## config.mk

```make
export PLATFORM = sky130hd
export DESIGN_NAME = pattern_counter
export DESIGN_NICKNAME = d
export VERILOG_FILES = /design/src/rtl/pattern_counter_pkg.sv /design/src/rtl/pattern_decode.sv /design/src/rtl/pattern_counter.sv
export SDC_FILE = /design/constraint.sdc
export NUM_CORES = 1
export LEC_CHECK = 0
export CAP_MARGIN = 5
export CORE_MARGIN = 4
export CORE_UTILIZATION = 59
export CTS_BUF_LIST = sky130_fd_sc_hd__clkbuf_16
export DETAILED_ROUTE_END_ITERATION = 8
export GPL_TIMING_DRIVEN = 0
export PLACE_DENSITY = 0.81
export SLEW_MARGIN = 10
export SYNTH_ARGS = -nofsm -noshare
export SYNTH_HDL_FRONTEND = slang
export SYNTH_SLANG_ARGS = --single-unit
```

## constraint.sdc

```tcl
create_clock -name clock -period 4.36 [get_ports clock]
set_input_delay 1.09 -clock clock [delete_from_list [all_inputs] [get_ports clock]]
set_output_delay 1.09 -clock clock [all_outputs]
set_load 0.01 [all_outputs]
```

## src/rtl/pattern_counter_pkg.sv

```systemverilog
// Shared types and helpers for the pattern counter: sequence modes and lap length.
package pattern_counter_pkg;

  typedef enum logic [1:0] {
    JERKY  = 2'd0,
    WALK   = 2'd1,
    BOUNCE = 2'd2,
    BINARY = 2'd3
  } mode_t;

  localparam mode_t MODE_RESET = JERKY;

  // Lap length in phases; longint so BINARY at width 32 (2^32) still fits.
  function automatic longint seq_len(input mode_t m, input int width);
    longint len;
    case (m)
      JERKY:   len = longint'(2 * (width - 1));
      WALK:    len = longint'(width);
      BOUNCE:  len = longint'(2 * (width - 1));
      default: len = longint'(1) << width;
    endcase
    return len;
  endfunction

endpackage

```

## src/rtl/pattern_decode.sv

```systemverilog
// Combinational phase-to-pattern decoder for each sequence mode.
module pattern_decode
  import pattern_counter_pkg::*;
#(
  parameter int WIDTH = 8
) (
  input  mode_t            mode,
  input  logic [WIDTH-1:0] phase,
  output logic [WIDTH-1:0] value
);

  localparam logic [WIDTH-1:0] ONE     = WIDTH'(1);
  localparam logic [WIDTH-1:0] W_VAL   = WIDTH'(WIDTH);
  localparam logic [WIDTH-1:0] TWO_WM1 = WIDTH'(2 * (WIDTH - 1));

  always_comb begin
    value = ONE;
    case (mode)
      JERKY:   value = phase[0] ? (ONE << ((phase >> 1) + ONE)) : ONE;
      WALK:    value = ONE << phase;
      // Climb to the top bit, then fall back down without repeating the ends.
      BOUNCE:  value = (phase < W_VAL) ? (ONE << phase) : (ONE << (TWO_WM1 - phase));
      BINARY:  value = phase;
      default: value = ONE;
    endcase
  end

endmodule

```

## src/rtl/pattern_counter.sv

```systemverilog
// Multi-mode pattern sequencer with registered count and lap pulse.
// Optional reverse stepping via macro PATTERN_COUNTER_REVERSE_EN (adds port dir).
// Handshake: none; en is a level enable sampled every rising edge, outputs are registered.
module pattern_counter
  import pattern_counter_pkg::*;
#(
  parameter int WIDTH = 8
) (
  input  logic             clock,
  input  logic             reset,
  input  logic             en,
  input  logic             clear,
  input  mode_t            mode,
`ifdef PATTERN_COUNTER_REVERSE_EN
  input  logic             dir,
`endif
  output logic [WIDTH-1:0] count,
  output logic             wrap
);

  mode_t            mode_q;
  logic [WIDTH-1:0] phase;

  mode_t            mode_n;
  logic [WIDTH-1:0] phase_n;
  logic             wrap_n;
  logic [WIDTH-1:0] count_n;
  logic [WIDTH-1:0] last_phase;
  logic             rev;

`ifdef PATTERN_COUNTER_REVERSE_EN
  assign rev = dir;
`else
  assign rev = 1'b0;
`endif

  assign last_phase = WIDTH'(seq_len(mode_q, WIDTH) - longint'(1));

  // Priority: clear, then mode change, then enabled step.
  always_comb begin
    mode_n  = mode_q;
    phase_n = phase;
    wrap_n  = 1'b0;
    if (clear) begin
      mode_n  = mode;
      phase_n = '0;
    end else if (mode != mode_q) begin
      mode_n  = mode;
      phase_n = '0;
    end else if (en) begin
      if (rev) begin
        wrap_n  = (phase == '0);
        phase_n = wrap_n ? last_phase : (phase - WIDTH'(1));
      end else begin
        wrap_n  = (phase == last_phase);
        phase_n = wrap_n ? '0 : (phase + WIDTH'(1));
      end
    end
  end

  // Decode the next state so count lands on the same edge as phase.
  pattern_decode #(.WIDTH(WIDTH)) u_decode (
    .mode  (mode_n),
    .phase (phase_n),
    .value (count_n)
  );

  always_ff @(posedge clock or posedge reset) begin
    if (reset) begin
      mode_q <= MODE_RESET;
      phase  <= '0;
      count  <= WIDTH'(1);
      wrap   <= 1'b0;
    end else begin
      mode_q <= mode_n;
      phase  <= phase_n;
      count  <= count_n;
      wrap   <= wrap_n;
    end
  end

endmodule

```

[Word-level counts from Yosys, hierarchy flattened]
Index checks and enable logic that the tools add are counted.
Widths: inputs -> output; s select.
Word-level totals
  memories kept: 0
  ROM bits: 0
  input bits: 6
  RAM bits: 0
  logic and storage cells: 35
  latch bits: 0
  output and inout bits: 9
  flip-flop bits (word level): 19
Operators by class
  shift operators: 3
  divide/modulo/power cells: 0
  multiplexer cells: 13
  bitwise gates (word level): 0
  add/sub/neg operators: 4
  reductions and logical operators: 3
  $mul: 0
  $lt $le $gt $ge: 1
  equal/unequal tests: 7
Operators by type and width (count)
  $mux 8: 6
  $pmux 8 s4: 1
  $shl 1x8->8 const A: 3
  $add 7x1->8 const B: 1
  $add 8x1->8 const B: 1
  $eq 8x8->1: 1
  $lt 8x4->1 const B: 1
  $pmux 4 s2: 1
  $sub 4x8->8 const A: 1
  $sub 8x2->8 const B: 1
  $eq 2x2->1 const B: 3
  $eq 2x1->1 const B: 2
  $logic_not 2->1: 2
  $mux 2: 2
  $mux 1: 3
  $ne 2x2->1: 1
  $reduce_or 2->1: 1

[Longest topological paths before layout]
  word-level depth: 13
  depth in mapped cells: 14

[Modules after synthesis]
Synthesis repeated with hierarchy kept, for this count alone.
Unflattened totals
  cells, all modules: 164
  area total of the unflattened synthesis: 1403.8 µm²
Modules (own cells, without submodules)
  pattern_counter: sequential area each 476.7 µm², times used 1, area an instance 784.5 µm², cells an instance 66
  pattern_decode: sequential area each 0.0 µm², times used 1, area an instance 619.3 µm², cells an instance 98

[Worst setup path after synthesis]
OpenSTA, ideal clock, no wires.
  path kind: input -> register
  start point: input mode[0]
  end point: register count[2]
  cell stages on the path: 13
  buffers on the path: 2
  data arrival time: 3.952 ns
  setup slack: 0.278 ns
  cell sequence: xor2_1 > or3_1 > buf_4 > a311oi_2 > ha_1 > clkbuf_1 > inv_1 > or4_1 > a311o_1 > nand3_1 > nor3_2 > a41oi_1 > o31ai_1
Between the ends
  longest elaborated chain between the ends: 7
RTL lines
  from (decl): line pattern_counter.sv:13  | input mode_t mode,
  $ne 2x2->1 *: line pattern_counter.sv:47  | end else if (mode != mode_q) begin
  $mux 8 *: line pattern_counter.sv:47
  $mux 8 *: line pattern_counter.sv:44  | if (clear) begin
  named net phase_n[1]: line pattern_counter.sv:25  | logic [WIDTH-1:0] phase_n;
  $sub 4x8->8 / $add 7x1->8 (equally long branches): line pattern_decode.sv:22, pattern_decode.sv:19
  $shl 1x8->8, on equally long branches: line pattern_decode.sv:22, pattern_decode.sv:19
  $mux 8, on equally long branches: line pattern_decode.sv:22, pattern_decode.sv:19
  $pmux 8 s4 *: line pattern_decode.sv:18  | case (mode)
  named net count_n[2]: line pattern_counter.sv:27  | logic [WIDTH-1:0] count_n;
  to (signal assigned): line pattern_counter.sv:77  | count <= count_n;
  to (decl): line pattern_counter.sv:17  | output logic [WIDTH-1:0] count,
Mark *: on every way through the listed nets, which the timed path passes. The rest lies on a longest branch.

[Final worst setup path]
  start point: input en
  end point: register count[2]
Between the ends
  longest elaborated chain between the ends: 7
RTL lines
  from (decl): line pattern_counter.sv:11  | input logic en,
  $mux 8 *: line pattern_counter.sv:50  | end else if (en) begin
  $mux 8 *: line pattern_counter.sv:47
  $mux 8 *: line pattern_counter.sv:44
  named net phase_n[1]: line pattern_counter.sv:25
  $sub 4x8->8 / $add 7x1->8 (equally long branches): line pattern_decode.sv:22, pattern_decode.sv:19
  $shl 1x8->8, on equally long branches: line pattern_decode.sv:22, pattern_decode.sv:19
  $mux 8, on equally long branches: line pattern_decode.sv:22, pattern_decode.sv:19
  $pmux 8 s4 *: line pattern_decode.sv:18
  named net count_n[2]: line pattern_counter.sv:27
Marked as above.

==> summary.md <==
| Metric | Value |
|---|---|
| Status | finished clean |
| Clock sinks | 19 |
| Max-cap violations | 0 |
| Layout cells sized above 1 | 17.5% |
| GRT Util Overall | 27.3% |
| Worst hold slack | 747 ps |
| DR vias | 1871 |
| Clock Skews | 2.06 ps |
| Clk slew on worst S/H paths | 50 ps |
| NetSw | 0.000102 W |
| Arr. time, crit path | 4300 ps |
| P_int | 0.000323 W |
| Area leader, netlist | dfrtp_1 |
| Crit path launch | en |
| Sequential share of power | 42.9% |
| Post-Layout Cell Count | 273 |
| CTS tree | built |
| Hold/Removal Path Class | register to register |
| Synthesized net count | 219 |
| DIE AREA | 4180 um^2 |
| Largest cells by area after synthesis | dfrtp_1 (24%), xnor2_1 (5.6%), nand4_1 (3.6%) |
| Fin. Hold Viols | 0 |
| Initial drt markers | 156 |
| Slew @ Worst Pin | 903 ps |
| Vias in the first global route | 1869 |
| Worst-Skew Late Latency | 240 ps |
| Final net count | 239 |
| Global route total overflow | 0 |
| Number of antenna diodes | 0 |
| Synthesized area per cell | 9.01 um^2 |
| Ys flop type | dfrtp_1 |
| WS Path Type | input port to register |
| DRT Pass-1 Iters | 7 |
| WL final | 5230 um |
| Area delta synth->final | 17.6% |
| Largest net degree at the start of global routing | 20 |
| Flops & latches, synth | 19 |
| Max Fclk | 239 MHz |
| Comb pwr share | 13.6% |
| Initial antenna violation count | 0 |
| IO Pins | 15 |
| Slew Limit Fails | 0 |
| Gate Count Post-Synth | 210 |
| Setup_tns | 0 ps |
| Worst Path Required | 4470 ps |
| Switching part of the total | 23.9% |
| Commonest non-fill, non-tap cell in the layout | dfrtp_1 |
| CP Buf/Inv Count | 3 |
| Most frequent cells in the layout | dfrtp_1 (18), nand2_1 (17), nor2_1 (12), xnor2_1 (12), clkdlybuf4s50_1 (12) |
| Clock Path Buffers | 2 |
| Final setup violation count | 0 |
| CP max FO | 10 |
| CTS Hold Bufs | 0 |
| Sequential share of the synthesized area | 25.2% |
| Max IR drop VDD | 140 uV |
| Power per Cell Area | 191 nW/um^2 |
| Relative slew slack | 38.1% |
| Fin crit share | 96.1% |
| Netlist cell types | 66 |
| Clock share of power | 43.5% |
| First-pass GRT wire length | 8960 um |
| Worst hold start | phase[7] |
| Root buf cell | clkbuf_16 |
| Post-route antenna net violation count | 0 |
| Placed Cells | 268 |
| Core area | 3050 um^2 |
| Hpwl dp | 4020 um |
| Worst Setup Start Kind | input port |
| CP top delay family | compound AO/OA/AOI/OAI gates |
| Clock H-tree levels | 1 |
| Warnings from Yosys | 0 |
| Die Ht | 64.6 um |
| Mapped cell area | 1890 um^2 |
| I/O Buffers | 14 |
| Post-synth EDFFs | 0 |
| Slowest stage delay, CP | 500 ps |
| Minimum clock period | 4190 ps |
| Final GP Congestion | 0.965 |
| Top cell type's share of synthesized area | 23.8% |
| Routed wire per std cell | 19.2 um |
| Die extent in x | 64.6 um |
| TritonCTS buffer count | 3 |
| Initial Utilization | 62.0% |
| Row cnt | 20 |
| Async set-reset flop share out of synthesis | 100% |
| CP max-delay cell | or4_1 |
| LEAKAGE | 0.834 nW |
| Drt drc | 0 |
| Crit-path cells | clkdlybuf4s50_1, buf_4, mux2i_1, a311oi_4, ha_4, inv_1, or4_1, a311o_1, nand3_1, nor3_2, a41oi_1, o31ai_1 |
| Vias/cell | 6.85 |
| Crit end category | register |
| RSZ-0062 raised after global routing | no |
| FF-to-FF Start | phase[1] |
-- registers in the layout, summed over array words and instances, names as in the netlist --
signal and flops:
count 8, phase 8, mode_q 2, wrap 1
-- stage by stage --
step	area [um^2]	setup slack (ps)	total power [W]	util, %
5_1_grt	2230	74.0	0.000444	72.9
4_1_cts	2200	1.36	0.000427	71.9
2_1_floorplan	1890	278	0.000221	-
6_report	2230	172	0.000425	72.9
3_5_place_dp	2090	-833	0.000240	68.4
3_3_place_gp	2090	-744	0.000239	68.4
-- worst paths after layout --
path                            end  slack [ps]  cells past startpoint
min in group asynchronous  count[1]        1250                      2
max in group asynchronous  phase[1]        2670                      2
max reg2reg                count[2]         910                     11
min                        phase[7]         750                      2
max                        count[2]         170                     12
min reg2reg                phase[7]         750                      2
-- layer usage --
layer  share of wire, %  wire length, um  GRT usage (%)
met5                  0                0              0
met4                3.4              178           7.92
met3                 11              557           6.93
met2                 45             2330           44.1
met1                 41             2160           35.9
-- cell usage after synthesis (all sizes together) (3+ instances only) --
cell / n
nand4: 12
a2bb2oi: 4
xnor2: 14
nor3: 12
and4: 3
xor2: 6
a31oi: 6
nor2b: 3
o211ai: 5
buf: 10
clkbuf: 5
o2bb2ai: 3
nand3: 10
a32oi: 3
inv: 6
nor2: 13
ha: 3
o21ai: 5
nand2: 17
a21oi: 6
dfrtp: 18
nor4: 5
and3: 3
o31ai: 5
-- power by group through the flow --
| stage | Sequential [W] | Clock, W | Combinational [W] |
|---|---|---|---|
| floorplan | 0.000186 | 0 | 0.0000356 |
| global placement | 0.000185 | 0 | 0.0000536 |
| detailed placement | 0.000185 | 0 | 0.0000547 |
| CTS | 0.000182 | 0.000188 | 0.0000563 |
| global route | 0.000183 | 0.000198 | 0.0000634 |
| finish | 0.000182 | 0.000185 | 0.0000579 |
-- cells by family (layout without fill, tap and decap cells) --
family,Yosys count,in the layout,synth area share [%]
adders and majority gates,4,4,2.51
AOI/OAI and AO/OA,54,54,27.0
buffers and inverters,22,41,6.01
muxes,3,3,1.65
and+or+nand+nor,88,88,27.0
xor gates and xnor gates,20,20,10.6
DFF,19,19,25.2
-- worst reg2reg max path: cells and delay by family (launching register included) --
family	cells	cell delay [ps]
compound gates	4	1190
simple gates	3	670
mux	1	280
flops	1	490
fa+ha+maj	2	590
buf+inv	1	90
-- area by class of cell --
cell class	count	area (um^2)
multi-input combinational	169	1340
sequential	19	477
fill	246	827
timing repair buffer	16	160
inverter	7	26.3
clock inverter	1	5.00
clock buffer	3	75.1
buffer	14	83.8
tap	44	55.1
-- repair_timing --
action / CTS / global route
pin swaps: 1 / 1
resized for setup: 3 / 4
buffers inserted: 1 / 1
setup endpoints to repair: 8 / 8
(Power assumes the default switching activity.)
